**src/rtl/control_sequencer.sv**
```systemverilog
// Micro-step sequencer for the 8-bit bus CPU: 3-step fetch, opcode-dependent execute.
// Control outputs are combinational from the current step, opcode and ALU flags.
//
// state | meaning
// ------+-----------------------------------------------------------
// T0    | fetch: PC onto bus, MAR loads
// T1    | fetch: PC increments
// T2    | fetch: RAM onto bus, IR loads
// T3    | execute step 1 (single-step ops end here; HLT parks here)
// T4    | execute step 2 (LDA/STA end here)
// T5    | execute step 3 (ADD/SUB end here)
// halted| flag beside the step counter; step frozen at T3, halt high
module control_sequencer #(
  parameter int OPCODE_WIDTH = 4,
  parameter int MAX_STEP     = 5
) (
  input  logic                    clk,
  input  logic                    clear,
  input  logic [OPCODE_WIDTH-1:0] opcode,
  input  logic                    carry_flag,
  input  logic                    zero_flag,
  output logic                    pc_inc,
  output logic                    n_pc_enable,
  output logic                    n_pc_load,
  output logic                    n_mar_load,
  output logic                    n_ram_enable,
  output logic                    n_ram_load,
  output logic                    n_ir_load,
  output logic                    n_ir_enable,
  output logic                    n_a_load,
  output logic                    n_a_enable,
  output logic                    n_b_load,
  output logic                    n_alu_enable,
  output logic                    alu_sub,
  output logic                    n_out_load,
  output logic                    halt,
  output logic [2:0]              step
);

  typedef enum logic [2:0] {
    T0 = 3'd0,
    T1 = 3'd1,
    T2 = 3'd2,
    T3 = 3'd3,
    T4 = 3'd4,
    T5 = 3'd5
  } step_e;

  localparam logic [OPCODE_WIDTH-1:0] OP_LDA = 4'b0001;
  localparam logic [OPCODE_WIDTH-1:0] OP_ADD = 4'b0010;
  localparam logic [OPCODE_WIDTH-1:0] OP_SUB = 4'b0011;
  localparam logic [OPCODE_WIDTH-1:0] OP_STA = 4'b0100;
  localparam logic [OPCODE_WIDTH-1:0] OP_JMP = 4'b0110;
  localparam logic [OPCODE_WIDTH-1:0] OP_JC  = 4'b0111;
  localparam logic [OPCODE_WIDTH-1:0] OP_JZ  = 4'b1000;
  localparam logic [OPCODE_WIDTH-1:0] OP_OUT = 4'b1110;
  localparam logic [OPCODE_WIDTH-1:0] OP_HLT = 4'b1111;

  localparam logic [2:0] LAST_STEP = 3'(MAX_STEP);

  step_e step_q, step_d;
  logic  halted_q, halted_d;
  logic  end_step, advance;

  // Active-high internal view of every control line.
  logic a_pc_inc, a_pc_en, a_pc_ld, a_mar_ld, a_ram_en, a_ram_ld;
  logic a_ir_ld, a_ir_en, a_a_ld, a_a_en, a_b_ld, a_alu_en;
  logic a_sub, a_out_ld, a_halt;

  always_ff @(posedge clk or posedge clear) begin
    if (clear) begin
      step_q   <= T0;
      halted_q <= 1'b0;
    end else begin
      step_q   <= step_d;
      halted_q <= halted_d;
    end
  end

  always_comb begin
    a_pc_inc = 1'b0;
    a_pc_en  = 1'b0;
    a_pc_ld  = 1'b0;
    a_mar_ld = 1'b0;
    a_ram_en = 1'b0;
    a_ram_ld = 1'b0;
    a_ir_ld  = 1'b0;
    a_ir_en  = 1'b0;
    a_a_ld   = 1'b0;
    a_a_en   = 1'b0;
    a_b_ld   = 1'b0;
    a_alu_en = 1'b0;
    a_sub    = 1'b0;
    a_out_ld = 1'b0;
    a_halt   = 1'b0;
    end_step = 1'b0;
    advance  = 1'b1;
    halted_d = halted_q;
    step_d   = step_q;

    if (halted_q) begin
      a_halt  = 1'b1;
      advance = 1'b0;
    end else begin
      unique case (step_q)
        T0: begin
          a_pc_en  = 1'b1;
          a_mar_ld = 1'b1;
        end
        T1: a_pc_inc = 1'b1;
        T2: begin
          a_ram_en = 1'b1;
          a_ir_ld  = 1'b1;
        end
        T3: begin
          case (opcode)
            OP_LDA, OP_ADD, OP_SUB, OP_STA: begin
              a_ir_en  = 1'b1;
              a_mar_ld = 1'b1;
            end
            OP_JMP: begin
              a_ir_en  = 1'b1;
              a_pc_ld  = 1'b1;
              end_step = 1'b1;
            end
            OP_JC: begin
              a_ir_en  = carry_flag;
              a_pc_ld  = carry_flag;
              end_step = 1'b1;
            end
            OP_JZ: begin
              a_ir_en  = zero_flag;
              a_pc_ld  = zero_flag;
              end_step = 1'b1;
            end
            OP_OUT: begin
              a_a_en   = 1'b1;
              a_out_ld = 1'b1;
              end_step = 1'b1;
            end
            OP_HLT: begin
              a_halt   = 1'b1;
              halted_d = 1'b1;
              advance  = 1'b0;
            end
            default: end_step = 1'b1;
          endcase
        end
        T4: begin
          case (opcode)
            OP_LDA: begin
              a_ram_en = 1'b1;
              a_a_ld   = 1'b1;
              end_step = 1'b1;
            end
            OP_ADD, OP_SUB: begin
              a_ram_en = 1'b1;
              a_b_ld   = 1'b1;
            end
            OP_STA: begin
              a_a_en   = 1'b1;
              a_ram_ld = 1'b1;
              end_step = 1'b1;
            end
            default: end_step = 1'b1;
          endcase
        end
        T5: begin
          a_alu_en = 1'b1;
          a_a_ld   = 1'b1;
          a_sub    = (opcode == OP_SUB);
          end_step = 1'b1;
        end
        default: end_step = 1'b1;
      endcase
    end

    // Wrap only through an end step; the last-step guard keeps an IR glitch
    // between T3 and T4 from ever walking the counter past T5.
    if (end_step || (step_q >= LAST_STEP && !halted_q)) begin
      step_d = T0;
    end else if (advance) begin
      step_d = step_e'(step_q + 3'd1);
    end
  end

  // Clear forces every line inactive in the same cycle, not just after the edge.
  always_comb begin
    pc_inc       =  a_pc_inc & ~clear;
    n_pc_enable  = ~(a_pc_en  & ~clear);
    n_pc_load    = ~(a_pc_ld  & ~clear);
    n_mar_load   = ~(a_mar_ld & ~clear);
    n_ram_enable = ~(a_ram_en & ~clear);
    n_ram_load   = ~(a_ram_ld & ~clear);
    n_ir_load    = ~(a_ir_ld  & ~clear);
    n_ir_enable  = ~(a_ir_en  & ~clear);
    n_a_load     = ~(a_a_ld   & ~clear);
    n_a_enable   = ~(a_a_en   & ~clear);
    n_b_load     = ~(a_b_ld   & ~clear);
    n_alu_enable = ~(a_alu_en & ~clear);
    alu_sub      =  a_sub & ~clear;
    n_out_load   = ~(a_out_ld & ~clear);
    halt         =  a_halt & ~clear;
  end

  assign step = step_q;

endmodule

```
**config.mk**
```make
export PLATFORM = sky130hd
export DESIGN_NAME = control_sequencer
export DESIGN_NICKNAME = d
export VERILOG_FILES = /design/src/rtl/control_sequencer.sv
export SDC_FILE = /design/constraint.sdc
export NUM_CORES = 1
export LEC_CHECK = 0
export ABC_AREA = 1
export CORE_UTILIZATION = 25
export CTS_BUF_LIST = sky130_fd_sc_hd__clkbuf_8
export CTS_CLUSTER_SIZE = 40
export DETAILED_ROUTE_END_ITERATION = 16
export PLACE_DENSITY_LB_ADDON = 0.1
export SYNTH_ARGS = -nofsm -noshare
export SYNTH_HDL_FRONTEND = slang
export SYNTH_SLANG_ARGS = --single-unit
```
**constraint.sdc**
```tcl
create_clock -name clk -period 1.8 [get_ports clk]
set_input_delay 0.27 -clock clk [delete_from_list [all_inputs] [get_ports clk]]
set_output_delay 0.27 -clock clk [all_outputs]
set_load 0.02 [all_outputs]
```
==> metrics.csv, run 1 <==
stage;metric;value;unit
outcome;status;complete, no violations;
synthesis;synthAdderAreaFrac;0.120;
layout;final_common_cell;buf_4;
synthesis;synth_compound_area_frac;0.127;
timing;fmax;0.576;GHz
die;die_h;47.7;um
power;total_power;334;uW
synthesis;yosys.area.top_type_share;0.191;
global_route;grt_pass1_wl;2550;um
global_route;grt_pass1_vias;662;
synthesis;muxShareOfSynthArea;0;
placed_design;port_buffers;25;
timing;worst_slack;0.0632;ns
worst_hold_path;min_path_type;primary input to async pin;
timing;final_hold_viol_count;0;
synthesis;synth_simple_gate_area_share;0.443;
worst_setup_path;timing.rr.start;step[0];
worst_setup_path;arrival;1.47;ns
layout;final_util;0.576;
worst_setup_path;critPathLaunchType;flop;
die;design.core.area;0.00196;mm^2
synthesis;yosysWarnings;0;
die;initial_core_util;0.267;
route;drc;0;
timing;max-slew-margin-rel;0.779;
layout;finalNetCount;160;
route;avgViaCountPerCell;4.19;
synthesis;synth_cells;85;
clock_tree;cts_buffers;3;
clock_tree;cts_tree;built;
layout;antennaDiodeCount;0;
placed_design;pre_cts_ws;-0.481;ns
synthesis;synth_top_family_by_area;simple AND/OR/NAND/NOR gates;
synthesis;synth_xor_area_frac;0;
placed_design;gp_congestion;0.718;
layout;fin_cells;172;
clock_tree;clkSinkCount;4;
die;pin_count;26;
worst_setup_path;end_kind;output pin;
synthesis;ys_seq_area_frac;0.191;
timing;tightest_slew;0.328;ns
clock_tree;clk_path_buf_depth;2;
timing;rsz0062_at_grt;yes;
worst_setup_path;crit_start;step[0];
clock_tree;cts_root_buf;clkbuf_8;
route;route.vias.total;721;
timing;finalCriticalPeriod;1.74;ns
global_route;grtUsageTotal;0.163;
die;dieArea;0.00228;mm^2
synthesis;synth_area;523;um^2
synthesis;syn-num-nets;98;
layout;most-common-layout-cells;buf_4 (36), nand2_1 (17), nor2_1 (9);
global_route;antenna_found_initial;0;
power;pwr_density_cell;296;mW/mm^2
synthesis;syn_area_per_cell;6.15;um^2
worst_setup_path;crit_fanout;5;
timing;finalCritPeriodShare;0.965;
synthesis;synth_top_area_cell;dfrtp_1;
clock_tree;clk_pin_slew;0.03;ns
synthesis;ys_top_cells_by_area;dfrtp_1 (19%), nand2_1 (14%), ha_1 (12%);
synthesis;ys_seq_elements;4;
layout;synthToLayoutAreaGrowth;116;%
synthesis;yosysUniqueCellTypes;21;
global_route;overflow;0;
layout;drive_above_1_share;0.538;
route;wl_per_cell;9.67;um
die;die_w;47.7;um
placed_design;place_inst;167;
flow_run;drv_cap;0;
worst_setup_path;critPathRequiredTime;1.53;ns
global_route;grt_max_degree;7;
route;dr.pass1.iters;2;
clock_tree;hold_buffers;0;
worst_setup_path;crit_type;flop to output pin;
clock_tree;clkLatencyLatePin;0.21;ns
timing;slew_violations;0;
power;p_leak;0.000576;uW
route;routed_wl;1660;um
timing;setup_violations;0;
die;num_rows;16;
layout;nFillCells;208;
power;ir_worst_vdd;0.000357;V
clock_tree;htreeDepth;1;
worst_setup_path;rrSetupSlack;0.33;ns
route;antenna_left;0;
route;drtIter0Drc;8;
placed_design;dp_hpwl;1380;um
timing;fin_skew;0.000599;ns
## registers in the layout, indices dropped and copies added (netlist names)
name / flops
halted_q: 1
step: 3
## Yosys cell counts
library cell,count
nand2_1,19
nor2_1,14
inv_1,10
ha_1,5
inv_2,5
nand3_1,5
a21oi_1,4
dfrtp_1,4
a21boi_1,2
nand2_2,2
nand2_4,2
nand4_1,2
nor3_1,2
o21ai_0,2
a41oi_1,1
and2_1,1
inv_4,1
nand3b_1,1
nor2_4,1
o21ai_1,1
o31ai_1,1
## cell families (layout without fill, tap and decap cells)
kind of cell,Yosys count,in the layout
and+or+nand+nor,49,49
buffers and inverters,16,76
DFF,4,4
adders and majority gates,5,5
AOI/OAI and AO/OA,11,11
## cell type report
| class | count | area [um^2] | area share |
|---|---|---|---|
| Sequential cell | 4 | 103 | 0.0908 |
| Multi-Input combinational cell | 65 | 443 | 0.392 |
| Timing Repair Buffer | 57 | 447 | 0.395 |
| Tap cell | 27 | 33.8 | 0.0299 |
| Inverter | 16 | 62.6 | 0.0554 |
| Clock buffer | 3 | 41.3 | 0.0365 |
## worst max-delay path, stage by stage, from the launching register on
cell and delay [ns]:
dfrtp_2 0.44, ha_4 0.18, ha_4 0.15, buf_4 0.13, nand2_4 0.07, nand2_4 0.05, inv_2 0.05, nor2_1 0.03
buf_2 0.15
## path summary, 6_finish.rpt
path / endpoint / cells past startpoint
hold / removal: step[2] / 2
setup / recovery: halt / 8
max in group asynchronous: step[0] / 2
hold reg to reg: step[2] / 3
min in group clk: halted_q / 6
setup reg to reg: step[0] / 9
## power breakdown
group | switching, uW | internal, uW
clock network | 41.1 | 142
logic | 29.4 | 30.8
registers | 0 | 90.6
total | 70.4 | 263
## metrics by stage
| step | cell area (um^2) | setup TNS [ns] | hold WS [ns] |
|---|---|---|---|
| finish | 1130 | 0 | 0.0144 |
| detailed placement | 1030 | -5.53 | 0.535 |
| CTS | 1070 | -0.0331 | 0.326 |
| floorplan | 526 | 0 | 0.0359 |
| global placement | 1030 | -5.30 | 0.521 |
| global route | 1130 | -0.00606 | 0.0367 |
## metal layers
layer | vias up | share of wire | GRT usage
met1 | 308 | 0.40 | 0.170
li1 | 394 | - | -
met5 | - | 0 | 0
met2 | 19 | 0.56 | 0.314
met3 | 0 | 0.043 | 0.0226
met4 | 0 | 0 | 0.0833
## timing repair
| action | in CTS | in global routing |
|---|---|---|
| buffers inserted | 2 | 0 |
| gates resized for setup | 59 | 27 |
| setup endpoints to repair | 15 | 14 |
| pin swaps | 2 | 6 |
No activity file was read; power rests on OpenSTA's default activity.
==> run 2, diff against run 1 <==
Settings changed: CORE_ASPECT_RATIO set to 1.5.
==> run 2 against run 1 <==
Sequential power barely moved. Via count grew 0.55%. Sequential cell count did not move. Maximum frequency fell by 1.7%. Clock-buffer cell count did not move. Worst hold slack better by 0.42 ns. Global-route usage up 0.50 points. Design area is 5.6% lower. First-iteration DRC count decreased by 38%. Final cell count decreased by 5.2%. Largest cell class is now multi-input combinational cells. Highest routed layer unchanged.
==> metrics.csv, run 2 (synthesis results as in run 1) <==
stage;metric;value;unit;change
outcome;status;complete, no violations;;
global_route;grtUsageTotal;0.168;;+0.00496
clock_tree;cts_tree;built;;
die;die_h;58.0;um;+22%
route;route.vias.total;725;;+0.55%
worst_setup_path;critPathLaunchType;flop;;
route;wl_per_cell;10.3;um;+6.8%
clock_tree;clkLatencyLatePin;0.21;ns;about the same
power;total_power;331;uW;-0.89%
layout;most-common-layout-cells;buf_4 (36), nand2_1 (17), nor2_1 (10);;
route;dr.pass1.iters;2;;unchanged
clock_tree;hold_buffers;0;;unchanged
timing;rsz0062_at_grt;yes;;
timing;finalCriticalPeriod;1.77;ns;+0.0305 ns
clock_tree;cts_root_buf;clkbuf_8;;
timing;tightest_slew;0.270;ns;-0.0584 ns
placed_design;port_buffers;25;;unchanged
worst_setup_path;critPathCapture;n_a_load;;
layout;final_common_cell;buf_4;;
timing;slew_violations;0;;unchanged
worst_setup_path;rr_worst_depth;6;;-3
worst_setup_path;crit_type;flop to output pin;;
flow_run;drv_cap;0;;unchanged
route;avgViaCountPerCell;4.45;;+6.1%
layout;synthToLayoutAreaGrowth;104;%;
die;pin_count;26;;unchanged
worst_setup_path;arrival;1.50;ns;+0.03 ns
power;pwr_density_cell;310;mW/mm^2;+5.0%
global_route;antenna_found_initial;0;;unchanged
worst_setup_path;crit_start;step[0];;
layout;drive_above_1_share;0.521;;-0.0168
clock_tree;htreeDepth;1;;unchanged
worst_hold_path;min_path_type;primary input to async pin;;
timing;fin_skew;0.0000586;ns;-0.000540 ns
worst_setup_path;rrSetupSlack;0.33;ns;about the same
worst_setup_path;timing.rr.start;step[0];;
layout;largest_register_ffs;3;;unchanged
global_route;overflow;0;;unchanged
timing;fmax;0.566;GHz;-1.7%
die;initial_core_util;0.275;;+0.00842
placed_design;gp_congestion;0.784;;+9.2%
die;design.core.area;0.00190;mm^2;-3.1%
global_route;grt_max_degree;7;;unchanged
layout;antennaDiodeCount;0;;unchanged
route;antenna_left;0;;unchanged
placed_design;dp_hpwl;1430;um;+3.9%
global_route;grt_pass1_wl;2650;um;+3.8%
timing;max-slew-margin-rel;0.819;;+0.0397
clock_tree;clk_pin_slew;0.03;ns;about the same
timing;setup_violations;0;;unchanged
worst_setup_path;critPathRequiredTime;1.53;ns;about the same
die;num_rows;19;;+3
global_route;grt_pass1_vias;686;;+3.6%
clock_tree;cts_buffers;3;;unchanged
worst_setup_path;end_kind;output pin;;
worst_setup_path;timing.rr.end;step[0];;
clock_tree;clk_path_buf_depth;2;;unchanged
timing;tns;0;ns;unchanged
layout;finalNetCount;157;;-1.9%
route;drtIter0Drc;5;;-3
power;p_leak;0.000532;uW;-7.7%
die;dieArea;0.00228;mm^2;+0.16%
route;drc;0;;unchanged
clock_tree;clkSinkCount;4;;unchanged
route;routed_wl;1680;um;+1.2%
layout;fin_cells;163;;-5.2%
layout;design_area;0.00107;mm^2;-5.6%
placed_design;place_inst;159;;-4.8%
placed_design;dpl_cell_area;0.00101;mm^2;-2.2%
worst_setup_path;crit_fanout;5;;unchanged
die;die_w;39.3;um;-18%
timing;finalCritPeriodShare;0.982;;+0.0169
power;ir_worst_vdd;0.000343;V;-3.7%
timing;final_hold_viol_count;0;;unchanged
[run 2: area by class of cell]
cell class                      instances  area (um^2)
Timing Repair Buffer                   54          405
Multi-Input combinational cell         65          425
Inverter                               16         65.1
Tap cell                               21         26.3
Clock buffer                            3         41.3
Sequential cell                         4          103
Fill cell                             219          836
[run 2: metal layers]
layer | track usage | part of all wire | vias to the layer above
li1 | - | - | 387
met1 | 0.142 | 0.33 | 323
met3 | 0.0230 | 0.041 | 0
met4 | 0.0887 | 0 | 0
met2 | 0.338 | 0.63 | 15
met5 | 0 | 0 | -
[run 2: how the worst min path moves through the flow]
stage           from        to  slack [ns]  cells past startpoint
2_1_floorplan  clear  halted_q        0.04                      1
3_3_place_gp   clear  halted_q        0.63                      3
3_5_place_dp   clear  halted_q        0.63                      3
4_1_cts        clear  halted_q        0.43                      3
5_1_grt        clear   step[2]        0.48                      3
6_report       clear  halted_q        0.43                      3
[run 2: where the power goes]
part           internal [uW]  leakage [uW]  switching [uW]
registers               90.6     0.0000435               0
logic                   28.1      0.000467            28.9
clock network            142     0.0000216            41.3
total                    261      0.000532            70.2
[run 2: worst max-delay path, cell delays in order, from the launching register on]
cell and delay, ns:
dfrtp_2 0.45, ha_1 0.24, nand2_2 0.10, nor2_4 0.04
buf_4 0.12, a41oi_1 0.16, buf_4 0.17
[run 2: what timing repair did]
item                       in CTS  in global routing
setup buffers                   1                  0
setup endpoints to repair      15                 13
resized for setup              66                 19
pin swaps                       3                  2
[run 2: through the flow]
| stage | setup WS (ns) | util | hold slack [ns] |
|---|---|---|---|
| finish | 0.0327 | 0.561 | 0.430 |
| global route | -0.0334 | 0.561 | 0.477 |
| CTS | -0.0476 | 0.558 | 0.430 |
| detailed placement | -0.510 | 0.532 | 0.631 |
| global placement | -0.523 | 0.532 | 0.631 |
| floorplan | 0.0252 | - | 0.0359 |
==> run 3, diff against run 2 <==
Settings changed: CORE_MARGIN set to 2, HOLD_SLACK_MARGIN set to 0.15.
==> run 3 against run 2 <==
Register-to-register slack got worse by 0.04 ns. First-iteration DRC count increased by 60%. Via count increased by 10%. Clock skew increased by 0.0051 ns. Maximum frequency decreased by 0.60%. Critical path type unchanged. Critical endpoint is now n_mar_load.
==> metrics.csv, run 3 (synthesis results as in run 1) <==
stage;metric;value;unit;change
layout;final_util;0.621;;+0.0607
worst_setup_path;critPathTopFamily;flip-flops;;
timing;fmax;0.562;GHz;-0.60%
die;design.core.area;0.00200;mm^2;+5.3%
timing;finalCriticalPeriod;1.78;ns;+0.0107 ns
clock_tree;cts_buffers;3;;unchanged
worst_setup_path;critPathRequiredTime;1.53;ns;about the same
power;p_leak;0.000624;uW;+17%
die;dieArea;0.00248;mm^2;+8.7%
global_route;grt_pass1_vias;772;;+13%
global_route;grt_max_degree;7;;unchanged
clock_tree;clkLatencyLatePin;0.22;ns;about the same
layout;finalNetCount;167;;+6.4%
timing;max-slew-margin-rel;0.774;;-0.0445
worst_setup_path;critPathSlowestCell;dfrtp_2;;
worst_setup_path;arrival;1.51;ns;about the same
timing;slew_violations;0;;unchanged
layout;final_common_cell;buf_4;;
timing;rsz0062_at_grt;yes;;
clock_tree;cts_root_buf;clkbuf_8;;
worst_setup_path;crit_path_cell_trace;ha_4 -> ha_4 -> inv_2 -> nor2_2 -> buf_4 -> a21boi_1 -> buf_4;;
worst_setup_path;critPathLaunchType;flop;;
worst_setup_path;crit_fanout;4;;-1
worst_hold_path;min_path_type;primary input to async pin;;
route;avgViaCountPerCell;4.57;;+2.6%
placed_design;gp_congestion;0.767;;-2.1%
worst_setup_path;timing.critical_path.buf_inv;3;;+1
route;drtIter0Drc;8;;+3
layout;antennaDiodeCount;0;;unchanged
timing;final_hold_viol_count;0;;unchanged
timing;tightest_slew;0.336;ns;+0.0656 ns
route;dr.pass1.iters;4;;+2
worst_setup_path;rr_worst_depth;9;;+3
timing;finalCritPeriodShare;0.988;;+0.00594
global_route;antenna_found_initial;0;;unchanged
clock_tree;cts_tree;built;;
die;die_h;60.0;um;+3.4%
die;initial_core_util;0.261;;-0.0138
clock_tree;clkSinkCount;4;;unchanged
global_route;grt_pass1_wl;3020;um;+14%
placed_design;dp_hpwl;1490;um;+3.8%
route;antenna_left;0;;unchanged
placed_design;port_buffers;25;;unchanged
layout;largest_register_ffs;3;;unchanged
placed_design;place_inst;167;;+5.0%
layout;drive_above_1_share;0.569;;+0.0475
global_route;grtUsageTotal;0.179;;+0.0108
route;route.vias.total;799;;+10%
timing;fin_hold_ws;0.665;ns;+0.234 ns
route;routed_wl;2020;um;+20%
worst_setup_path;crit_type;flop to output pin;;
global_route;overflow;0;;unchanged
route;drc;0;;unchanged
route;wl_per_cell;11.5;um;+12%
layout;fin_cells;175;;+7.4%
timing;tns;0;ns;unchanged
clock_tree;clk_path_buf_depth;2;;unchanged
die;num_rows;20;;+1
outcome;status;complete, no violations;;
power;pwr_density_cell;283;mW/mm^2;-9.0%
flow_run;drv_cap;0;;unchanged
worst_setup_path;end_kind;output pin;;
layout;most-common-layout-cells;buf_4 (40), nand2_1 (17), nor2_1 (8), inv_1 (8), inv_2 (7);;
power;ir_worst_vdd;0.000480;V;+40%
timing;fin_skew;0.00518;ns;+0.00513 ns
clock_tree;htreeDepth;1;;unchanged
power;total_power;351;uW;+6.2%
worst_setup_path;max_stage_delay;0.44;ns;about the same
layout;synthToLayoutAreaGrowth;138;%;
die;die_w;41.3;um;+5.1%
worst_setup_path;path_depth;7;;+1
clock_tree;clk_pin_slew;0.03;ns;about the same
timing;setup_violations;0;;unchanged
die;pin_count;26;;unchanged
==> run 3: cell count changes in the layout (fill, tap and decap cells not counted), moves of 3 or more <==
cell and change:
dlymetal6s2s_1 +3, clkbuf_2 -4, clkdlybuf4s15_2 +3, buf_6 +3, buf_4 +4
==> run 3: final cells by class <==
class,count,area [um^2]
sequential,4,103
clock inverter,1,3.75
fill,200,758
inverter,16,65.1
clock buffer,3,41.3
tap,22,27.5
timing repair buffer,64,528
multi-input combinational,65,475
==> run 3: where the power goes <==
| part | leakage [uW] | switching (uW) | internal [uW] |
|---|---|---|---|
| Clock | 0.0000269 | 47.9 | 145 |
| Combinational | 0.000554 | 33.0 | 34.5 |
| Sequential | 0.0000435 | 0 | 90.5 |
==> run 3: worst paths after layout <==
check                      startpoint         end  slack (ns)
setup / recovery              step[0]  n_mar_load        0.02
hold / removal                  clear     step[0]        0.66
setup reg to reg              step[0]     step[2]        0.29
hold reg to reg              halted_q     step[1]        0.68
max in group asynchronous       clear     step[1]        0.97
min in group clk             halted_q     step[1]        0.68
==> run 3: repair_timing <==
item	CTS	global route
pin swaps	2	9
setup buffers	2	1
hold buffers	0	1
endpoints found under the hold margin	0	4
resized for setup	68	29
setup endpoints to repair	15	15
==> run 3: layer usage <==
| metal | global-route usage | share of wire |
|---|---|---|
| met5 | 0 | 0 |
| met2 | 0.355 | 0.63 |
| met4 | 0.0553 | 0.0059 |
| met1 | 0.163 | 0.32 |
| met3 | 0.0372 | 0.035 |
==> run 3: through the flow <==
stage | setup WS [ns] | area [um^2]
3_3_place_gp | -0.486 | 1070
4_1_cts | -0.0102 | 1120
3_5_place_dp | -0.516 | 1070
5_1_grt | -0.0329 | 1240
2_1_floorplan | 0.0252 | 526
6_report | 0.0221 | 1240
==> run 3: tightest hold or removal path, cell delays in order <==
cell and delay [ns]:
dlymetal6s2s_1 0.14, buf_4 0.14, dlygate4sd3_1 0.55, inv_1 0.14
